`src/rtl/bios_fetch_stage_pkg.sv`:
```
// Shared BIOS/CPU constants and the fetch-buffer entry payload.
package bios_fetch_stage_pkg;

  localparam int unsigned INST_W        = 32;
  localparam int unsigned PC_W          = 32;
  localparam int unsigned FETCH_DEPTH   = 2;
  localparam int unsigned FETCH_CNT_W   = 2;
  localparam logic [31:0] BIOS_RESET_PC = 32'h4000_0000;

  // One buffered fetch: the PC and the instruction word read at that PC.
  typedef struct packed {
    logic [PC_W-1:0]   pc;
    logic [INST_W-1:0] inst;
  } fetch_entry_t;

endpackage : bios_fetch_stage_pkg

```
`src/rtl/bios_fetch_stage_if.sv`:
```
// Fetch-to-decode valid/ready handshake carrying an instruction and its PC.
interface bios_fetch_stage_if;
  import bios_fetch_stage_pkg::*;

  logic              inst_valid;
  logic              inst_ready;
  logic [INST_W-1:0] inst;
  logic [PC_W-1:0]   inst_pc;

  modport master (
    output inst_valid,
    output inst,
    output inst_pc,
    input  inst_ready
  );

  modport slave (
    input  inst_valid,
    input  inst,
    input  inst_pc,
    output inst_ready
  );

endinterface : bios_fetch_stage_if

```
`src/rtl/bios_fetch_skid.sv`:
```
// Two-entry fetch buffer: count plus head/tail pointers over two entries.
// The head entry is presented combinationally and reads as zero when empty.
module bios_fetch_skid
  import bios_fetch_stage_pkg::*;
(
  input  logic                   clk,
  input  logic                   rst,
  input  logic                   i_flush,
  input  logic                   i_push,
  input  fetch_entry_t           i_entry,
  input  logic                   i_pop,
  output logic [FETCH_CNT_W-1:0] o_count,
  output fetch_entry_t           o_head_c
);

  fetch_entry_t           r_mem [FETCH_DEPTH];
  logic                   r_head;
  logic                   r_tail;
  logic [FETCH_CNT_W-1:0] r_count;

  logic w_pop;
  logic w_push;

  // Qualify requests so the buffer can never underflow or overflow.
  always_comb begin
    w_pop  = i_pop && (r_count != FETCH_CNT_W'(0));
    w_push = i_push && ((r_count < FETCH_CNT_W'(FETCH_DEPTH)) || w_pop);
  end

  // Pointer and occupancy update; flush empties the buffer.
  always_ff @(posedge clk) begin
    if (rst || i_flush) begin
      r_head  <= 1'b0;
      r_tail  <= 1'b0;
      r_count <= '0;
    end else begin
      if (w_push) r_tail <= ~r_tail;
      if (w_pop)  r_head <= ~r_head;
      case ({w_push, w_pop})
        2'b10:   r_count <= r_count + FETCH_CNT_W'(1);
        2'b01:   r_count <= r_count - FETCH_CNT_W'(1);
        default: r_count <= r_count;
      endcase
    end
  end

  // Entry storage; a full push+pop overwrites the slot being popped this cycle.
  always_ff @(posedge clk) begin
    if (w_push && !rst && !i_flush) r_mem[r_tail] <= i_entry;
  end

  // Head presentation.
  always_comb begin
    o_head_c = '0;
    if (r_count != FETCH_CNT_W'(0)) o_head_c = r_mem[r_head];
  end

  assign o_count = r_count;

endmodule : bios_fetch_skid

```
`src/rtl/bios_fetch_stage.sv`:
```
// BIOS instruction fetch: PC sequencing, range/alignment check with sticky
// fault, redirect handling, and a two-entry buffer toward decode.
module bios_fetch_stage
  import bios_fetch_stage_pkg::*;
#(
  parameter int unsigned AWIDTH   = 12,
  parameter logic [31:0] RESET_PC = BIOS_RESET_PC
) (
  input  logic              clk,
  input  logic              rst,
  output logic [AWIDTH-1:0] bios_addr,
  input  logic [INST_W-1:0] bios_dout,
  input  logic              redirect_valid,
  input  logic [PC_W-1:0]   redirect_pc,
  bios_fetch_stage_if.master dec,
  output logic              fetch_fault
);

  logic [PC_W-1:0]        r_pc;
  logic                   r_fault;

  logic [FETCH_CNT_W-1:0] w_count;
  fetch_entry_t           w_head;
  fetch_entry_t           w_entry;
  logic                   w_in_range;
  logic                   w_pop;
  logic                   w_attempt;
  logic                   w_push;
  logic                   w_flush;

  // Fetch control: a fetch is attempted when not redirecting, not faulted and
  // the buffer has (or is making) room; it pushes only for a legal PC.
  always_comb begin
    w_in_range = (r_pc[31:AWIDTH+2] == RESET_PC[31:AWIDTH+2]) &&
                 (r_pc[1:0] == 2'b00);
    w_pop      = dec.inst_valid && dec.inst_ready && !redirect_valid;
    w_attempt  = !redirect_valid && !r_fault &&
                 ((w_count < FETCH_CNT_W'(FETCH_DEPTH)) || w_pop);
    w_push     = w_attempt && w_in_range;
    w_flush    = redirect_valid;
    w_entry    = '{pc: r_pc, inst: bios_dout};
  end

  // PC and sticky fault state; reset dominates redirect, which dominates fetch.
  always_ff @(posedge clk) begin
    if (rst) begin
      r_pc    <= RESET_PC;
      r_fault <= 1'b0;
    end else if (redirect_valid) begin
      r_pc    <= redirect_pc;
      r_fault <= 1'b0;
    end else if (w_push) begin
      r_pc    <= r_pc + PC_W'(4);
    end else if (w_attempt) begin
      r_fault <= 1'b1;
    end
  end

  bios_fetch_skid u_skid (
    .clk      (clk),
    .rst      (rst),
    .i_flush  (w_flush),
    .i_push   (w_push),
    .i_entry  (w_entry),
    .i_pop    (w_pop),
    .o_count  (w_count),
    .o_head_c (w_head)
  );

  // Output drive toward BIOS RAM and decode.
  always_comb begin
    bios_addr      = r_pc[AWIDTH+1:2];
    dec.inst_valid = (w_count != FETCH_CNT_W'(0));
    dec.inst       = w_head.inst;
    dec.inst_pc    = w_head.pc;
    fetch_fault    = r_fault;
  end

endmodule : bios_fetch_stage
```
`src/flat_wrapper.sv`:
```
// flat-port wrapper written by rule: the top's interface ports become plain ports
module bios_fetch_stage_flat import bios_fetch_stage_pkg::*;
#(
  parameter int unsigned AWIDTH   = 12,
  parameter logic [31:0] RESET_PC = BIOS_RESET_PC
)
  (clk, rst, bios_addr, bios_dout, redirect_valid, redirect_pc, fetch_fault, dec_inst_valid, dec_inst, dec_inst_pc, dec_inst_ready);
  bios_fetch_stage_if dec_i ();
  input  logic clk;
  input  logic rst;
  output logic [AWIDTH-1:0] bios_addr;
  input  logic [INST_W-1:0] bios_dout;
  input  logic redirect_valid;
  input  logic [PC_W-1:0] redirect_pc;
  output logic fetch_fault;
  output wire logic [$bits(dec_i.inst_valid)-1:0] dec_inst_valid;
  output wire logic [$bits(dec_i.inst)-1:0] dec_inst;
  output wire logic [$bits(dec_i.inst_pc)-1:0] dec_inst_pc;
  input wire logic [$bits(dec_i.inst_ready)-1:0] dec_inst_ready;
  assign dec_inst_valid = dec_i.inst_valid;
  assign dec_inst = dec_i.inst;
  assign dec_inst_pc = dec_i.inst_pc;
  assign dec_i.inst_ready = dec_inst_ready;
  bios_fetch_stage #(.AWIDTH(AWIDTH), .RESET_PC(RESET_PC)) u_core (.clk(clk), .rst(rst), .bios_addr(bios_addr), .bios_dout(bios_dout), .redirect_valid(redirect_valid), .redirect_pc(redirect_pc), .dec(dec_i), .fetch_fault(fetch_fault));
endmodule
```
`config.mk`:
```
export PLATFORM = sky130hd
export DESIGN_NAME = bios_fetch_stage_flat
export DESIGN_NICKNAME = d
export VERILOG_FILES = /design/src/rtl/bios_fetch_stage_pkg.sv /design/src/rtl/bios_fetch_stage_if.sv /design/src/rtl/bios_fetch_skid.sv /design/src/rtl/bios_fetch_stage.sv /design/src/flat_wrapper.sv
export SDC_FILE = /design/constraint.sdc
export NUM_CORES = 1
export LEC_CHECK = 0
export CORE_ASPECT_RATIO = 2
export CORE_MARGIN = 2
export CORE_UTILIZATION = 32
export CTS_CLUSTER_SIZE = 24
export DETAILED_ROUTE_END_ITERATION = 7
export MAX_ROUTING_LAYER = met4
export SETUP_SLACK_MARGIN = 0.02
export SLEW_MARGIN = 20
export SYNTH_ARGS = -nofsm -noshare
export SYNTH_HDL_FRONTEND = slang
export SYNTH_SLANG_ARGS = --single-unit
```
`constraint.sdc`:
```
create_clock -name clk -period 6.5 [get_ports clk]
set_input_delay 0.65 -clock clk [delete_from_list [all_inputs] [get_ports clk]]
set_output_delay 0.65 -clock clk [all_outputs]
set_load 0.03 [all_outputs]
```
======== After elaboration in Yosys (flattened, before gate mapping) ========
Memories as Yosys holds them, arrays and structs flattened. A register that Yosys moved wholly into a read port is not among the register bits.
Cells that the tools add are included.
word-level totals
  register bits ........................... 37
  bits in writable memories ............... 128
  output and inout port bits .............. 78
  logic and storage cells ................. 46
  memories kept ........................... 1
memories
  name                 words  width  read ports  clocked after Yosys merged registers in  wr ports  RTL line               text
  u_core.u_skid.r_mem  2      64     1           1                                        1         bios_fetch_skid.sv:16  fetch_entry_t r_mem [FETCH_DEPTH];
cells by class
  add/sub/neg operators ................... 3
  $lt $le $gt $ge ......................... 1
  equality and inequality tests ........... 3
  mux-type cells .......................... 8
  bitwise gates (word level) .............. 3
  reduce and logical (&&, ||, !) cells .... 22
operators with widths
  operator                                                             number
  32-bit 2-to-1 mux                                                    2
  64-bit 2-to-1 mux                                                    1
  32-bit by 3-bit adder with 32-bit output (second input constant)     1
  18-bit by 17-bit == test with 1-bit output (second input constant)   1
  1-bit logical AND                                                    10
  2-bit nonzero test                                                   3
  1-bit 2-to-1 mux                                                     4
  2-bit case mux with 2 select lines                                   1
  1-bit logical NOT                                                    3
  1-bit logical OR                                                     3
  1-bit inverter                                                       3
  2-bit by 1-bit adder with 2-bit output (second input constant)       1
  2-bit by 1-bit == test with 1-bit output (second input constant)     1
  2-bit == test (second input constant)                                1
  2-bit logical NOT                                                    1
  2-bit < comparator (second input constant)                           1
  2-bit AND reduction                                                  1
  2-bit OR reduction                                                   1
  2-bit by 1-bit subtractor with 2-bit output (second input constant)  1

======== Longest topological paths before layout ========
  depth in word-level cells ............... 11
  mapped depth ............................ 9
  mapped depth without buffers ............ 9

======== Hierarchy ========
A second synthesis with hierarchy kept.
unflattened totals
  cell total of the unflattened synthesis .. 487
  area, all modules ....................... 6747.7 um2
by module, submodules not included
  module            times used  cells each  area an instance (um2)  seq. area each (um2)
  bios_fetch_skid   1           298         5042.3                  3943.8
  bios_fetch_stage  1           189         1705.4                  660.6

======== Worst setup path after synthesis ========
Ideal clock, no wire load.
  kind .................................... input port to flip-flop
  start point ............................. input redirect_valid
  end point ............................... memory u_core.u_skid.r_mem[1][0] (netlist name) (enable)
  setup time .............................. 578 ps
  data arrival time ....................... 6178 ps
  required time ........................... 5922 ps
  setup slack ............................. -256 ps
  stages on the path ...................... 5
  buffers on the path ..................... 1
  path through ............................ nor2_1 > o21ai_0 > or3_1 > clkbuf_1 > nor3b_1
on the way
  longest elaborated chain between the ends .. 10
  elaborated cells on any way between the ends .. 13
RTL lines
  what                                      RTL line                                                               text
  start: declaration                        flat_wrapper.sv:13                                                     input logic redirect_valid;
  1-bit logical NOT *                       bios_fetch_skid.sv:49, bios_fetch_stage.sv:36, bios_fetch_stage.sv:37
  1-bit logical AND                         bios_fetch_stage.sv:36                                                 w_pop = dec.inst_valid && dec.inst_ready && !redirect_valid;
  1-bit logical OR                          bios_fetch_stage.sv:38                                                 ((w_count < FETCH_CNT_W'(FETCH_DEPTH)) || w_pop);
  1-bit logical AND                         bios_fetch_stage.sv:37                                                 w_attempt = !redirect_valid && !r_fault &&
  1-bit logical AND                         bios_fetch_stage.sv:39                                                 w_push = w_attempt && w_in_range;
  1-bit logical AND                         bios_fetch_skid.sv:27                                                  w_push = i_push && ((r_count < FETCH_CNT_W'(FETCH_DEPTH)) || w_pop);
  1-bit logical AND                         bios_fetch_skid.sv:49                                                  if (w_push && !rst && !i_flush) r_mem[r_tail] <= i_entry;
  1-bit logical AND *                       bios_fetch_skid.sv:49
  1-bit 2-to-1 mux *                        bios_fetch_skid.sv:49
  1-bit 2-to-1 mux (not written as such) *  bios_fetch_skid.sv:49
  end: declaration                          bios_fetch_skid.sv:16
Mark *: on every way between the ends. The rest lies on a longest branch, timed or not.

======== Final worst setup path ========
  start point ............................. register u_core.r_pc[27]
  end point ............................... memory u_core.u_skid.r_mem[0][45] (netlist name) (enable)
on the way
  longest elaborated chain between the ends .. 8
RTL lines
  what                                        RTL line                text
  start: declaration                          bios_fetch_stage.sv:19  logic [PC_W-1:0] r_pc;
  start signal: assignment                    bios_fetch_stage.sv:50  r_pc <= redirect_pc;
  start signal: assignment                    bios_fetch_stage.sv:53  r_pc <= r_pc + PC_W'(4);
  18-bit by 17-bit == test with 1-bit output  bios_fetch_stage.sv:34  w_in_range = (r_pc[31:AWIDTH+2] == RESET_PC[31:AWIDTH+2]) &&
  1-bit logical AND                           bios_fetch_stage.sv:34
  1-bit logical AND                           bios_fetch_stage.sv:39
  1-bit logical AND                           bios_fetch_skid.sv:27
  1-bit logical AND (2 in a row)              bios_fetch_skid.sv:49
  1-bit 2-to-1 mux                            bios_fetch_skid.sv:49
  1-bit 2-to-1 mux (not written as such)      bios_fetch_skid.sv:49
No other way between the ends.

==> reports/summary.txt <==
STATUS
----------------------------------------------------------------------------------------
Result of the run ......................................................... finished clean

TIMING
----------------------------------------------------------------------------------------
Hold Fails Final Rpt ......................................................            0
Portion of the clock cycle consumed by the worst path in the final layout .        47.5%
Smallest hold slack .......................................................       482 ps
Worst Skew ................................................................      13.5 ps
Final critical delay including setup and external delays ..................      3090 ps
Number of max-slew violations in the final report .........................            0
Total negative slack ......................................................         0 ps
Transition at the pin with the smallest max-transition slack ..............       971 ps
Headroom to the max-slew limit ............................................        35.3%
Setup Viol. Count Final ...................................................            0
Setup repair after global routing missed its margin .......................        false
Maximum frequency from static timing analysis .............................      324 MHz

CTS
----------------------------------------------------------------------------------------
Quantity of hold-fixing buffers added after cts ...........................            0
CTS tree ..................................................................         done
Clock insertion delay at the later pin of the skew report .................       430 ps
Setup repair bufs after CTS ...............................................            0
Resized Gates After CTS ...................................................            0
Number of buffers on the longest clock path ...............................            2
Number of clock buffers inserted by TritonCTS .............................           17
Total number of clock tree sinks ..........................................          166
Max H-tree Level ..........................................................            4
Clk Tree Root Cell ........................................................    clkbuf_16
Register clock-pin slew on the reported worst setup and hold paths ........        60 ps

YOSYS
----------------------------------------------------------------------------------------
Library cell with the largest summed area after synthesis .................     edfxtp_1
Synthesized area per cell .................................................     13.8 µm²
Number of synthesized register bits .......................................          166
Share of the synthesized area in the top cell type ........................        58.0%
Post-synthesis async set-or-reset flop share ..............................           0%
Synthesis Warnings ........................................................            0
Synth Flop Type ...........................................................     edfxtp_1
Number of instances in the synthesized netlist ............................          479
Top post-synthesis cells by area .......................................... edfxtp_1, mux2i_1, dfxtp_1, nor2_1, buf_4
Synthesized netlist net count .............................................          549
Post-synth EDFFs ..........................................................          128
Part of the Yosys area used for sequential elements .......................        69.5%
Distinct cells, synth .....................................................           48
Area of the mapped netlist ................................................  0.00662 mm²

CRITICAL PATH
----------------------------------------------------------------------------------------
Worst setup startpoint .................................................... u_core.r_pc[27]
Critical path type ........................................................ flip-flop to flip-flop
Maximum fanout encountered on the critical timing path ....................           64
Reg2reg start ............................................................. u_core.r_pc[27]
Worst Setup End Kind ......................................................    flip-flop
R2r endpoint .............................................................. u_core.u_skid.r_mem[0][45]
Slack of the worst reg-to-reg path ........................................      3410 ps
Arrival time of the worst setup path ......................................      3140 ps
Critical Path Slowest Stage Cell ..........................................        buf_4
Critical path startpoint category .........................................    flip-flop
Data required time at the worst endpoint ..................................      6550 ps
Cells along the critical path ............................................. nor4_1 -> nand4_2 -> or3_1 -> nor3_2 -> buf_4
Last element of the critical path ......................................... u_core.u_skid.r_mem[0][45]
Highest cell delay on the worst timing path ...............................       720 ps
Number of cell instances on the worst register-to-register path ...........            5

POWER
----------------------------------------------------------------------------------------
Power density over the cells ..............................................   256 mW/mm²
Cell leakage power ........................................................   0.00289 µW
Max rail drop VDD .........................................................     0.143 mV
Total power ...............................................................      2280 µW

DRT
----------------------------------------------------------------------------------------
Wire length per cell ......................................................      17.0 µm
Number of remaining DRC errors ............................................            0
First-pass detailed-route iteration total .................................            4
Number of antenna-violating nets in the routed design .....................            0
Total via count after detailed routing ....................................         4178
Detailed Route WL .........................................................     15100 µm
Number of violations reported at the end of detailed-routing iteration 0 ..          200
Detailed-route vias per instance ..........................................         4.69

FINISH
----------------------------------------------------------------------------------------
Antenna cell count ........................................................            0
Combined area of the multi-input logic cells ..............................  0.00183 mm²
Number of nets in the finished design .....................................          681
Top library cells by usage in the layout, fill and taps aside ............. clkdlybuf4s50_1, edfxtp_1, nor2_1
Fillcell total ............................................................         1873
Post-layout util ..........................................................        43.7%
Synthesis-to-finish area growth ...........................................        34.4%
Proportion of layout cells with a drive suffix above 1 ....................        8.17%
Seq. cell area ............................................................  0.00461 mm²
Most common cell after layout, fill and taps aside ........................ clkdlybuf4s50_1

GLOBAL ROUTING
----------------------------------------------------------------------------------------
Via count of the first global-routing pass ................................         4301
Antenna violations before repair ..........................................            0
Global-route wire length before repair ....................................     23400 µm
Leftover overflow at the end of global routing ............................            0
Maximum number of pins on one net before global-route repair ..............           65
Total track usage .........................................................        14.5%

FLOORPLANNING
----------------------------------------------------------------------------------------
Top-Level Pins ............................................................          146
Starting density of the core ..............................................        32.5%
Core ar. ..................................................................   0.0204 mm²
Die X .....................................................................       106 µm
Die Outline Area ..........................................................   0.0219 mm²
Die height ................................................................       207 µm
Site Rows .................................................................           74

MIN PATH
----------------------------------------------------------------------------------------
Type of the worst min-delay path .......................................... flip-flop to flip-flop

PLACEMENT
----------------------------------------------------------------------------------------
Placer's final routability congestion estimate ............................        0.863
Number of input and output port buffers inserted ..........................          145
Post-DP HPWL ..............................................................     10200 µm

FLOW RUN
----------------------------------------------------------------------------------------
Number of violations of the max-capacitance limit .........................            0

[final cells by class]
type | count | area share [%]
inverter | 5 | 0.211
multi-input combinational | 270 | 20.5
clock inverter | 12 | 1.19
sequential | 166 | 51.8
clock buffer | 20 | 5.50
timing repair buffer | 151 | 17.1
tap | 266 | 3.74
[cells by family (layout without fill, tap and decap cells)]
group | count (synthesis) | in the layout | share of synthesized area, %
DFF | 166 | 166 | 69.5
xor gates and xnor gates | 4 | 4 | 0.529
buffers and inverters | 43 | 188 | 3.25
AOI/OAI and AO/OA | 31 | 31 | 3.14
and+or+nand+nor | 149 | 149 | 10.5
muxes | 84 | 84 | 12.7
adders and majority gates | 2 | 2 | 0.378
[registers in the layout, indices dropped and copies added (netlist names), named ones only]
register / count
u_core.r_pc: 32
u_core.fetch_fault: 1
u_core.u_skid.r_tail: 1
u_core.u_skid.r_head: 1
u_core.u_skid.r_mem: 128
u_core.u_skid.o_count: 2
[stage by stage]
stage / setup WS (ps) / instances / cell area (µm²)
CTS: 3090 / 888 / 8850
global route: 3160 / 890 / 8900
finish: 3410 / 890 / 8900
global placement: 3120 / 856 / 8260
floorplan: 77.8 / 479 / 6630
detailed placement: 3070 / 856 / 8260
[critical path: cells and delay by family (launching register included)]
family                 cells  cell delay, ps
DFF                        1             330
buffers and inverters      1             720
and+or+nand+nor            4            1620
[per-layer routing]
layer	GRT usage [%]	wire, µm
met1	14.1	5420
met2	27.8	8930
met3	2.61	519
met4	5.44	254
met5	-	0
[power by group]
part           internal, µW  switching (µW)
combinational          63.7            57.8
sequential             1160            18.2
clock                   557             425
[Yosys cell counts, types with 2 or more instances]
| library cell | number |
|---|---|
| buf_4 | 12 |
| mux2i_1 | 84 |
| edfxtp_1 | 128 |
| nand4_1 | 2 |
| ha_1 | 2 |
| clkbuf_1 | 13 |
| or4_1 | 4 |
| nor4_1 | 5 |
| nand2b_1 | 3 |
| dfxtp_1 | 38 |
| a31oi_1 | 7 |
| xor2_1 | 2 |
| o22ai_1 | 2 |
| a21oi_1 | 5 |
| nor2_1 | 92 |
| buf_1 | 11 |
| or3_1 | 2 |
| nand3_1 | 4 |
| o211ai_1 | 2 |
| o311ai_0 | 2 |
| o21ai_0 | 5 |
| nor3_1 | 6 |
| or3_2 | 2 |
| nor4_2 | 2 |
| xnor2_1 | 2 |
| inv_1 | 5 |
| nand2_1 | 16 |
[how the worst min path moves through the flow]
stage / endpoint / cells past startpoint / slack [ps] / startpoint
floorplan: u_core.u_skid.r_mem[0][62] / 0 / 430 / u_core.r_pc[30]
global placement: u_core.u_skid.r_mem[0][62] / 0 / 450 / u_core.r_pc[30]
detailed placement: u_core.u_skid.r_mem[1][62] / 0 / 450 / u_core.r_pc[30]
CTS: u_core.u_skid.r_mem[1][62] / 0 / 480 / u_core.r_pc[30]
global route: u_core.u_skid.r_mem[1][62] / 0 / 490 / u_core.r_pc[30]
finish: u_core.u_skid.r_mem[1][62] / 0 / 480 / u_core.r_pc[30]
Power figures use the tool's default switching activity.
